$ cat src/rtl/tag_pkg.sv
// Shared state encodings and front-panel defaults for the tag RX sequencer.
package tag_pkg;

  typedef enum logic [2:0] {
    StIdle  = 3'd0,
    StQual  = 3'd1,
    StArmed = 3'd2,
    StRun   = 3'd3,
    StDone  = 3'd4
  } rx_state_e;

  localparam logic [11:0] SyncMaskDefault = 12'h044;
  localparam logic [11:0] FpGpioDdr       = 12'h00F;

endpackage

$ cat src/rtl/tag_rx_seq_ctrl_if.sv
// Sequencer outputs towards the shared DDS and the RX baseband path.
interface tag_rx_seq_ctrl_if #(
  parameter int unsigned PHASE_WIDTH = 24,
  parameter int unsigned NSYMB_WIDTH = 16
);
  logic [PHASE_WIDTH-1:0] ph;
  logic [PHASE_WIDTH-1:0] phinc;
  logic [NSYMB_WIDTH-1:0] symbN;
  logic [2:0]             rx_state;
  logic                   rx_sync_en;
  logic                   rx_trig;
  logic                   rx_valid;
  logic                   rx_out_mux;
  logic                   frame_done;
  logic                   sync_err;

  modport master (
    output ph, phinc, symbN, rx_state, rx_sync_en, rx_trig, rx_valid, rx_out_mux,
           frame_done, sync_err
  );

  modport slave (
    input ph, phinc, symbN, rx_state, rx_sync_en, rx_trig, rx_valid, rx_out_mux,
          frame_done, sync_err
  );
endinterface

$ cat src/rtl/gpio_sync.sv
// Two-flop synchroniser for the asynchronous front-panel GPIO bus.
module gpio_sync #(
  parameter int unsigned WIDTH = 12
) (
  input  logic             clk,
  input  logic             reset_n,
  input  logic [WIDTH-1:0] gpio_in,
  output logic [WIDTH-1:0] gpio_s1,
  output logic [WIDTH-1:0] gpio_s
);
  logic [WIDTH-1:0] meta_q;
  logic [WIDTH-1:0] sync_q;

  always_ff @(posedge clk or negedge reset_n) begin
    if (!reset_n) begin
      meta_q <= '0;
      sync_q <= '0;
    end else begin
      meta_q <= gpio_in;
      sync_q <= meta_q;
    end
  end

  assign gpio_s1 = meta_q;
  assign gpio_s  = sync_q;
endmodule

$ cat src/rtl/tag_rx_seq_ctrl.sv
// Tag RX sequencer: qualifies the GPIO sync pulse, then steps a frequency-hopped
// symbol frame through the DDS phase increment.
module tag_rx_seq_ctrl
  import tag_pkg::*;
#(
  parameter int unsigned          PHASE_WIDTH = 24,
  parameter int unsigned          NSIG_WIDTH  = 16,
  parameter int unsigned          NSYMB_WIDTH = 16,
  parameter int unsigned          REG_WIDTH   = 12,
  parameter logic [REG_WIDTH-1:0] SYNC_MASK   = REG_WIDTH'(SyncMaskDefault),
  parameter int unsigned          SYNC_MIN    = 64
) (
  input  logic                   clk,
  input  logic                   reset_n,
  input  logic [NSIG_WIDTH-1:0]  cfg_nsig,
  input  logic [NSYMB_WIDTH-1:0] cfg_nsymb,
  input  logic [PHASE_WIDTH-1:0] cfg_ph_base,
  input  logic [PHASE_WIDTH-1:0] cfg_ph_step,
  input  logic                   cfg_continuous,
  input  logic [REG_WIDTH-1:0]   fp_gpio_in,
  output logic [REG_WIDTH-1:0]   fp_gpio_out,
  output logic [REG_WIDTH-1:0]   fp_gpio_ddr,
  tag_rx_seq_ctrl_if.master      rx
);
  localparam int unsigned QualW      = $clog2(SYNC_MIN + 2);
  localparam rx_state_e   QualTarget = (SYNC_MIN <= 1) ? StArmed : StQual;

  logic [REG_WIDTH-1:0] gpio_s1, gpio_s;
  logic                 sync, sync_ahead;

  gpio_sync #(.WIDTH(REG_WIDTH)) u_gpio_sync (
    .clk     (clk),
    .reset_n (reset_n),
    .gpio_in (fp_gpio_in),
    .gpio_s1 (gpio_s1),
    .gpio_s  (gpio_s)
  );

  assign sync       = (gpio_s & SYNC_MASK) == SYNC_MASK;
  // First-stage value is what the FSM will see next cycle; used only to hold
  // back frame_done when that last sample is about to be aborted.
  assign sync_ahead = (gpio_s1 & SYNC_MASK) == SYNC_MASK;

  logic [NSIG_WIDTH-1:0]  cfg_nsig_eff;
  logic [NSYMB_WIDTH-1:0] cfg_nsymb_eff;
  assign cfg_nsig_eff  = (cfg_nsig == '0) ? NSIG_WIDTH'(1) : cfg_nsig;
  assign cfg_nsymb_eff = (cfg_nsymb == '0) ? NSYMB_WIDTH'(1) : cfg_nsymb;

  rx_state_e              state_q, state_d;
  logic [QualW-1:0]       qual_q, qual_d;
  logic [NSIG_WIDTH-1:0]  samp_q, samp_d, nsig_q, nsig_d;
  logic [NSYMB_WIDTH-1:0] symb_q, symb_d, nsymb_q, nsymb_d;
  logic [PHASE_WIDTH-1:0] ph_q, ph_d, phinc_q, phinc_d, step_q, step_d;
  logic                   cont_q, cont_d;
  logic                   trig_q, trig_d, run_q, run_d, done_q, done_d;
  logic                   err_q, err_d, sync_en_q, sync_en_d;
  logic                   load, last_d;

  always_comb begin
    state_d = state_q;
    qual_d  = qual_q;
    samp_d  = samp_q;
    symb_d  = symb_q;
    ph_d    = ph_q;
    phinc_d = phinc_q;
    nsig_d  = nsig_q;
    nsymb_d = nsymb_q;
    step_d  = step_q;
    cont_d  = cont_q;
    err_d   = 1'b0;
    load    = 1'b0;

    unique case (state_q)
      StIdle: begin
        if (sync) begin
          state_d = QualTarget;
          qual_d  = QualW'(1);
        end
      end
      StQual: begin
        if (!sync) begin
          state_d = StIdle;
          qual_d  = '0;
        end else begin
          qual_d = qual_q + QualW'(1);
          if (qual_d >= QualW'(SYNC_MIN)) state_d = StArmed;
        end
      end
      StArmed: begin
        if (!sync) begin
          state_d = StRun;
          load    = 1'b1;
        end
      end
      StRun: begin
        if (sync) begin
          state_d = QualTarget;
          qual_d  = QualW'(1);
          err_d   = 1'b1;
          samp_d  = '0;
          symb_d  = '0;
          ph_d    = '0;
        end else begin
          ph_d = ph_q + phinc_q;
          if (samp_q == nsig_q - NSIG_WIDTH'(1)) begin
            samp_d = '0;
            if (symb_q == nsymb_q - NSYMB_WIDTH'(1)) begin
              if (cont_q) load = 1'b1;
              else        state_d = StDone;
            end else begin
              symb_d  = symb_q + NSYMB_WIDTH'(1);
              phinc_d = phinc_q + step_q;
            end
          end else begin
            samp_d = samp_q + NSIG_WIDTH'(1);
          end
        end
      end
      StDone:  state_d = StIdle;
      default: state_d = StIdle;
    endcase

    // Frame start: shadow the config so mid-frame writes wait for the next frame.
    if (load) begin
      nsig_d  = cfg_nsig_eff;
      nsymb_d = cfg_nsymb_eff;
      step_d  = cfg_ph_step;
      cont_d  = cfg_continuous;
      samp_d  = '0;
      symb_d  = '0;
      ph_d    = '0;
      phinc_d = cfg_ph_base;
    end

    run_d     = (state_d == StRun);
    last_d    = (samp_d == nsig_d - NSIG_WIDTH'(1)) && (symb_d == nsymb_d - NSYMB_WIDTH'(1));
    trig_d    = run_d && (samp_d == '0);
    done_d    = run_d && last_d && !sync_ahead;
    sync_en_d = (state_d == StQual) || (state_d == StArmed);
  end

  always_ff @(posedge clk or negedge reset_n) begin
    if (!reset_n) begin
      state_q   <= StIdle;
      qual_q    <= '0;
      samp_q    <= '0;
      symb_q    <= '0;
      ph_q      <= '0;
      phinc_q   <= '0;
      nsig_q    <= NSIG_WIDTH'(1);
      nsymb_q   <= NSYMB_WIDTH'(1);
      step_q    <= '0;
      cont_q    <= 1'b0;
      trig_q    <= 1'b0;
      run_q     <= 1'b0;
      done_q    <= 1'b0;
      err_q     <= 1'b0;
      sync_en_q <= 1'b0;
    end else begin
      state_q   <= state_d;
      qual_q    <= qual_d;
      samp_q    <= samp_d;
      symb_q    <= symb_d;
      ph_q      <= ph_d;
      phinc_q   <= phinc_d;
      nsig_q    <= nsig_d;
      nsymb_q   <= nsymb_d;
      step_q    <= step_d;
      cont_q    <= cont_d;
      trig_q    <= trig_d;
      run_q     <= run_d;
      done_q    <= done_d;
      err_q     <= err_d;
      sync_en_q <= sync_en_d;
    end
  end

  assign rx.ph         = ph_q;
  assign rx.phinc      = phinc_q;
  assign rx.symbN      = symb_q;
  assign rx.rx_state   = state_q;
  assign rx.rx_sync_en = sync_en_q;
  assign rx.rx_trig    = trig_q;
  assign rx.rx_valid   = run_q;
  assign rx.rx_out_mux = run_q;
  assign rx.frame_done = done_q;
  assign rx.sync_err   = err_q;

  assign fp_gpio_out = {{(REG_WIDTH - 4){1'b0}}, trig_q, state_q};
  assign fp_gpio_ddr = REG_WIDTH'(FpGpioDdr);
endmodule
$ cat src/flat_wrapper.sv
// flat-port wrapper written by rule: the top's interface ports become plain ports
module tag_rx_seq_ctrl_flat import tag_pkg::*;
#(
  parameter int unsigned          PHASE_WIDTH = 24,
  parameter int unsigned          NSIG_WIDTH  = 16,
  parameter int unsigned          NSYMB_WIDTH = 16,
  parameter int unsigned          REG_WIDTH   = 12,
  parameter logic [REG_WIDTH-1:0] SYNC_MASK   = REG_WIDTH'(SyncMaskDefault),
  parameter int unsigned          SYNC_MIN    = 64
)
  (clk, reset_n, cfg_nsig, cfg_nsymb, cfg_ph_base, cfg_ph_step, cfg_continuous, fp_gpio_in, fp_gpio_out, fp_gpio_ddr, rx_ph, rx_phinc, rx_symbN, rx_rx_state, rx_rx_sync_en, rx_rx_trig, rx_rx_valid, rx_rx_out_mux, rx_frame_done, rx_sync_err);
  tag_rx_seq_ctrl_if #(.PHASE_WIDTH(PHASE_WIDTH), .NSYMB_WIDTH(NSYMB_WIDTH)) rx_i ();
  input  logic clk;
  input  logic reset_n;
  input  logic [NSIG_WIDTH-1:0] cfg_nsig;
  input  logic [NSYMB_WIDTH-1:0] cfg_nsymb;
  input  logic [PHASE_WIDTH-1:0] cfg_ph_base;
  input  logic [PHASE_WIDTH-1:0] cfg_ph_step;
  input  logic cfg_continuous;
  input  logic [REG_WIDTH-1:0] fp_gpio_in;
  output logic [REG_WIDTH-1:0] fp_gpio_out;
  output logic [REG_WIDTH-1:0] fp_gpio_ddr;
  output wire logic [$bits(rx_i.ph)-1:0] rx_ph;
  output wire logic [$bits(rx_i.phinc)-1:0] rx_phinc;
  output wire logic [$bits(rx_i.symbN)-1:0] rx_symbN;
  output wire logic [$bits(rx_i.rx_state)-1:0] rx_rx_state;
  output wire logic [$bits(rx_i.rx_sync_en)-1:0] rx_rx_sync_en;
  output wire logic [$bits(rx_i.rx_trig)-1:0] rx_rx_trig;
  output wire logic [$bits(rx_i.rx_valid)-1:0] rx_rx_valid;
  output wire logic [$bits(rx_i.rx_out_mux)-1:0] rx_rx_out_mux;
  output wire logic [$bits(rx_i.frame_done)-1:0] rx_frame_done;
  output wire logic [$bits(rx_i.sync_err)-1:0] rx_sync_err;
  assign rx_ph = rx_i.ph;
  assign rx_phinc = rx_i.phinc;
  assign rx_symbN = rx_i.symbN;
  assign rx_rx_state = rx_i.rx_state;
  assign rx_rx_sync_en = rx_i.rx_sync_en;
  assign rx_rx_trig = rx_i.rx_trig;
  assign rx_rx_valid = rx_i.rx_valid;
  assign rx_rx_out_mux = rx_i.rx_out_mux;
  assign rx_frame_done = rx_i.frame_done;
  assign rx_sync_err = rx_i.sync_err;
  tag_rx_seq_ctrl #(.PHASE_WIDTH(PHASE_WIDTH), .NSIG_WIDTH(NSIG_WIDTH), .NSYMB_WIDTH(NSYMB_WIDTH), .REG_WIDTH(REG_WIDTH), .SYNC_MASK(SYNC_MASK), .SYNC_MIN(SYNC_MIN)) u_core (.clk(clk), .reset_n(reset_n), .cfg_nsig(cfg_nsig), .cfg_nsymb(cfg_nsymb), .cfg_ph_base(cfg_ph_base), .cfg_ph_step(cfg_ph_step), .cfg_continuous(cfg_continuous), .fp_gpio_in(fp_gpio_in), .fp_gpio_out(fp_gpio_out), .fp_gpio_ddr(fp_gpio_ddr), .rx(rx_i));
endmodule
$ cat config.mk
export PLATFORM = sky130hd
export DESIGN_NAME = tag_rx_seq_ctrl_flat
export DESIGN_NICKNAME = d
export VERILOG_FILES = /design/src/rtl/tag_pkg.sv /design/src/rtl/tag_rx_seq_ctrl_if.sv /design/src/rtl/gpio_sync.sv /design/src/rtl/tag_rx_seq_ctrl.sv /design/src/flat_wrapper.sv
export SDC_FILE = /design/constraint.sdc
export NUM_CORES = 1
export LEC_CHECK = 0
export CORE_UTILIZATION = 55
export CTS_CLUSTER_DIAMETER = 30
export DETAILED_ROUTE_END_ITERATION = 8
export DONT_BUFFER_PORTS = 1
export GPL_TIMING_DRIVEN = 1
export PLACE_DENSITY = 0.7
export SYNTH_ARGS = -nofsm -noshare
export SYNTH_HDL_FRONTEND = slang
export SYNTH_HIERARCHICAL = 1
export SYNTH_SLANG_ARGS = --single-unit
$ cat constraint.sdc
create_clock -name clk -period 9.65 [get_ports clk]
set_input_delay 1.93 -clock clk [delete_from_list [all_inputs] [get_ports clk]]
set_output_delay 1.93 -clock clk [all_outputs]
set_load 0.01 [all_outputs]
### After elaboration in Yosys (flattened, before gate mapping)

Cells that the tools add are included.

| word-level totals | value |
|---|---|
| register bits after elaboration | 166 |
| output and inout bits | 97 |
| logic and storage cells | 99 |

| operators by class | value |
|---|---|
| $add $sub $neg | 9 |
| magnitude comparators | 1 |
| eq/ne operators | 15 |
| multiplexer cells | 41 |
| reduce and logical (&&, ||, !) cells | 16 |

Operators by type and width:

| kind | count |
|---|---|
| $mux 16 | 13 |
| $mux 24 | 8 |
| $eq 16x16->1 | 4 |
| $sub 16x1->16 const B | 4 |
| $add 24x24->24 | 2 |
| $logic_not 16->1 | 3 |
| $add 16x1->16 const B | 2 |
| $mux 3 | 8 |
| $mux 7 | 2 |
| $pmux 7 s2 | 1 |
| $eq 3x2->1 const B | 4 |
| $pmux 3 s4 | 1 |
| $add 7x1->7 const B | 1 |
| $ge 7x7->1 const B | 1 |
| $mux 1 | 7 |
| $eq 3x1->1 const B | 2 |
| $reduce_bool 2->1 | 3 |
| $eq 2x2->1 const B | 2 |
| $logic_and 1x1->1 | 4 |
| $ne 2x1->1 const B | 2 |
| $reduce_and 4->1 | 1 |
| $logic_not 3->1 | 1 |
| $ne 2x2->1 const B | 1 |
| $pmux 1 s2 | 1 |
| other kinds (4) | 4 |

### Depth between registers and ports, before layout

| logic depth | value |
|---|---|
| depth after elaboration | 12 |
| depth in mapped cells | 26 |
| gate-level depth less buffers | 20 |

### Cells and area by module

The synthesis kept the hierarchy.

By module, submodules not included:

| module | times used | cells each | area an instance (sq um) | sequential area each (sq um) |
|---|---|---|---|---|
| tag_rx_seq_ctrl | 1 | 1347 | 11431.0 | 3806.2 |
| gpio_sync | 1 | 24 | 600.6 | 600.6 |

### Worst setup path before layout

Ideal clock, no wire load.

| timing path | value |
|---|---|
| path type | register to register |
| start | register u_core.nsymb_q[5] |
| end | register u_core.done_q, in the netlist u_core/rx.frame_done |
| library setup time | 0.096 ns |
| arrival | 5.178 ns |
| data required time | 9.554 ns |
| slack | 4.376 ns |
| cell stages (with the launch flop) | 24 |
| cells stage by stage | dfrtp_1 > buf_6 > or4_1 > or4_4 > a2111oi_2 > nand4_1 > nor3_4 > a31oi_2 > buf_6 > clkbuf_1 > buf_2 > clkbuf_1 > a21boi_0 > ha_1 > clkbuf_1 > xor2_1 > a21oi_1 > a21oi_1 > a211oi_1 > o211ai_1 > a211oi_1 > and4_1 > nand4_1 > nor4_2 |

| between the ends | value |
|---|---|
| longest elaborated chain between the ends | 12 |
| elaborated cells on any way between the ends | 26 |
| those cells by class | add/sub (3); eq/ne (4); mux (16); reduce/logical (3) |

RTL lines:

| item | line | RTL |
|---|---|---|
| from (decl) | tag_rx_seq_ctrl.sv:52 | `logic [NSYMB_WIDTH-1:0] symb_q, symb_d, nsymb_q, nsymb_d;` |
| from (signal assigned) | tag_rx_seq_ctrl.sv:167 | `nsymb_q <= nsymb_d;` |
| $sub 16x1->16 | tag_rx_seq_ctrl.sv:107 | `if (symb_q == nsymb_q - NSYMB_WIDTH'(1)) begin` |
| $eq 16x16->1 | tag_rx_seq_ctrl.sv:107 |  |
| $mux 1 | tag_rx_seq_ctrl.sv:107 |  |
| $mux 1 | tag_rx_seq_ctrl.sv:105 | `if (samp_q == nsig_q - NSIG_WIDTH'(1)) begin` |
| $mux 1 | tag_rx_seq_ctrl.sv:96 | `if (sync) begin` |
| $pmux 1 s2 | tag_rx_seq_ctrl.sv:73 | `unique case (state_q)` |
| $mux 16 | tag_rx_seq_ctrl.sv:124 | `if (load) begin` |
| $sub 16x1->16 | tag_rx_seq_ctrl.sv:136 | `last_d = (samp_d == nsig_d - NSIG_WIDTH'(1)) && (symb_d == nsymb_d - NSYMB_WIDTH'(1));` |
| $eq 16x16->1 | tag_rx_seq_ctrl.sv:136 |  |
| $logic_and 1x1->1 | tag_rx_seq_ctrl.sv:136 |  |
| $logic_and 1x1->1 (*) (2 in series) | tag_rx_seq_ctrl.sv:138 | `done_d = run_d && last_d && !sync_ahead;` |
| named net u_core.done_d | tag_rx_seq_ctrl.sv:55 | `logic trig_q, trig_d, run_q, run_d, done_q, done_d;` |
| to (signal assigned) | tag_rx_seq_ctrl.sv:172 | `done_q <= done_d;` |
| to (decl) | tag_rx_seq_ctrl.sv:55 |  |

Mark *: on every way through the listed nets, which the timed path passes. The rest lies on a longest branch.
A chain may end at the register's enable or synchronous reset.

### Worst setup path in the final report

Ends and elaborated chain as after synthesis.

==> flow_summary.ini <==
[status]
status = finished clean

[placement]
post-dp-hpwl_mm = 21.7
post_dp_cell_area_mm2 = 0.0115
place_inst = 1555
io_buffers = 0
gp_routability_congestion = 0.940
placement.setup.worst_slack_ps = 3450

[critical_path]
required_worst_endpoint_ps = 9980
critical_path.max_fanout = 73
end_kind = flip-flop
worst-r2r-cell-count = 16
critical_path.startpoint_type = flip-flop
crit_arrival_ps = 6730
criticalPathCategory = reg -> reg

[yosys]
synth.avg_cell_area_um2 = 8.54
synthesis.instances = 1351
synth-warning-count = 6
post_synth_instance_area_mm2 = 0.0115

[global_routing]
vias_in_the_first_global_route = 9113
grt_first_pass_wirelength_mm = 48.4
largest_net_degree_at_the_start_of_global_routing = 157
globalRoute.totalOverflow = 0
groute.usage.overall_pct = 28.4
number_of_antenna_violations_at_the_first_check_in_global_routing = 0

[sta]
hold_viol = 0
layout_setup_ws_ps = 3250
grt_setup_unrepaired = false
post-route-min-period_ps = 6400
upper_clock_frequency_limit_mhz = 156
slew-limit-headroom_pct = 26.3
hold-worst-slack_ps = 459
timing.setup.tns_ps = 0
finalMaxSlewViolations = 0
actual_transition_at_the_worst_max_transition_pin_ps = 1090
clock_skew_ps = 11.9
crit_share_post_route_pct = 66.4
setup_viol_count_final = 0

[flow_run]
max_cap_violation_count = 0

[cts]
clk_path_buf_depth = 2
cts_resized = 0
tritoncts.num_buffers = 17
tritoncts_num_sinks = 156
clock_insertion_delay_worst_skew_ps = 430
cts.hold.buffers_added = 0
tritoncts = done
clock_tree.htree_level_count = 4
cts_root_buf = sky130_fd_sc_hd__clkbuf_16
clkSlewWorstSetupHoldPaths_ps = 60
postCtsSetupRepairBufs = 0

[power_and_ir_drop]
design_power_total_mw = 1.35
vdd_ir_drop_max_mv = 0.0927
pwr_density_mw_per_mm2 = 112
p_leak_nw = 4.98

[hold_path]
hp-class = reg -> reg
whs_path_depth = 0

[detailed_routing]
drt_first_pass_iters = 7
routed_via_density = 6.10
via_count = 9671
route.antenna.remaining_nets = 0
detail_route.wirelength_mm = 30.0
first_iter_violations = 776
drt-wirelength-per-cell_um = 18.9
drc = 0

[finish]
num-nets-final = 1454
relative_area_change_from_synthesis_to_final_layout_pct = 5.00
final_design_area_no_fill_mm2 = 0.0121
final_core_occ_pct = 59.5
n_antenna_cell = 0
final-instance-count-excl-fill = 1586
drive_above_1_share_pct = 5.85

[floorplan]
floorplan.die_area_mm2 = 0.0215
row_count = 52
core_mm2 = 0.0204
initial_utilization_pct = 56.6
die_height_um = 147
boundaryPins = 192
die_w_um = 147
[worst paths after layout]
path,slack (ps),start,end
min in group asynchronous,1200,reset_n,u_core/rx.ph[17]
hold reg to reg,460,u_core/u_gpio_sync/gpio_s1[6],u_core/u_gpio_sync/gpio_s[6]
hold / removal,460,u_core/u_gpio_sync/gpio_s1[6],u_core/u_gpio_sync/gpio_s[6]
setup reg to reg,3250,u_core/nsymb_q[5],u_core/rx.frame_done
max in group asynchronous,8080,reset_n,u_core/nsymb_q[0]
setup / recovery,3250,u_core/nsymb_q[5],u_core/rx.frame_done
[metal layers]
| metal | vias up | GRT usage (%) | wire length, um |
|---|---|---|---|
| met5 | - | 0 | 0 |
| met4 | 0 | 8.28 | 461 |
| met3 | 36 | 6.18 | 2070 |
| met2 | 335 | 43.5 | 13500 |
| met1 | 4632 | 40.3 | 13900 |
| li1 | 4668 | - | - |
[critical path, stage by stage, from the launching register on]
cell and delay [ps]:
sky130_fd_sc_hd__dfrtp_1 500, sky130_fd_sc_hd__or4_1 620, sky130_fd_sc_hd__or4_4 510, sky130_fd_sc_hd__a2111oi_2 360, sky130_fd_sc_hd__nand4_1 220, sky130_fd_sc_hd__nor3_4 410
sky130_fd_sc_hd__a31o_4 640, sky130_fd_sc_hd__buf_4 760, sky130_fd_sc_hd__nand2_1 190, sky130_fd_sc_hd__a21boi_0 210, sky130_fd_sc_hd__ha_1 370, sky130_fd_sc_hd__o211ai_1 160
sky130_fd_sc_hd__xnor2_1 130, sky130_fd_sc_hd__nor4b_1 480, sky130_fd_sc_hd__and4_1 270, sky130_fd_sc_hd__nand4_1 90, sky130_fd_sc_hd__nor4_2 300
[cell usage in the layout (no fill, tap or decap), drive strengths merged, types with 35 or more instances in the layout]
master and count:
a21oi 61, xor2 42, nor3 50, inv 35, xnor2 82, o21ai 81
nor2 81, mux2i 45, ha 53, nand2 230, dfrtp 154
[sequential cells by signal, summed over array words and instances (netlist names), 3 cells and up]
register / flops
u_core/step_q: 24
u_core/rx.ph: 24
u_core/nsymb_q: 16
u_core/rx.rx_state: 3
u_core/rx.phinc: 24
u_core/nsig_q: 16
u_core/rx.symbN: 16
u_core/qual_q: 7
u_core/samp_q: 16
[layout make-up]
class                   count  area (um2)
clock buffers              22         474
clock inverters             9         113
fillers                  1832        8260
inverters                  34         128
multi-input cells        1088        7100
flip-flops and latches    156        3910
well taps                 270         338
repair buffers              7        52.6
[where the power goes]
| part | switching [mW] | internal [mW] | total (mW) |
|---|---|---|---|
| Clock | 0.276 | 0.401 | 0.677 |
| Combinational | 0.00998 | 0.00561 | 0.0156 |
| Sequential | 0.00395 | 0.657 | 0.661 |
| Total | 0.290 | 1.06 | 1.35 |
(Power assumes the default switching activity.)
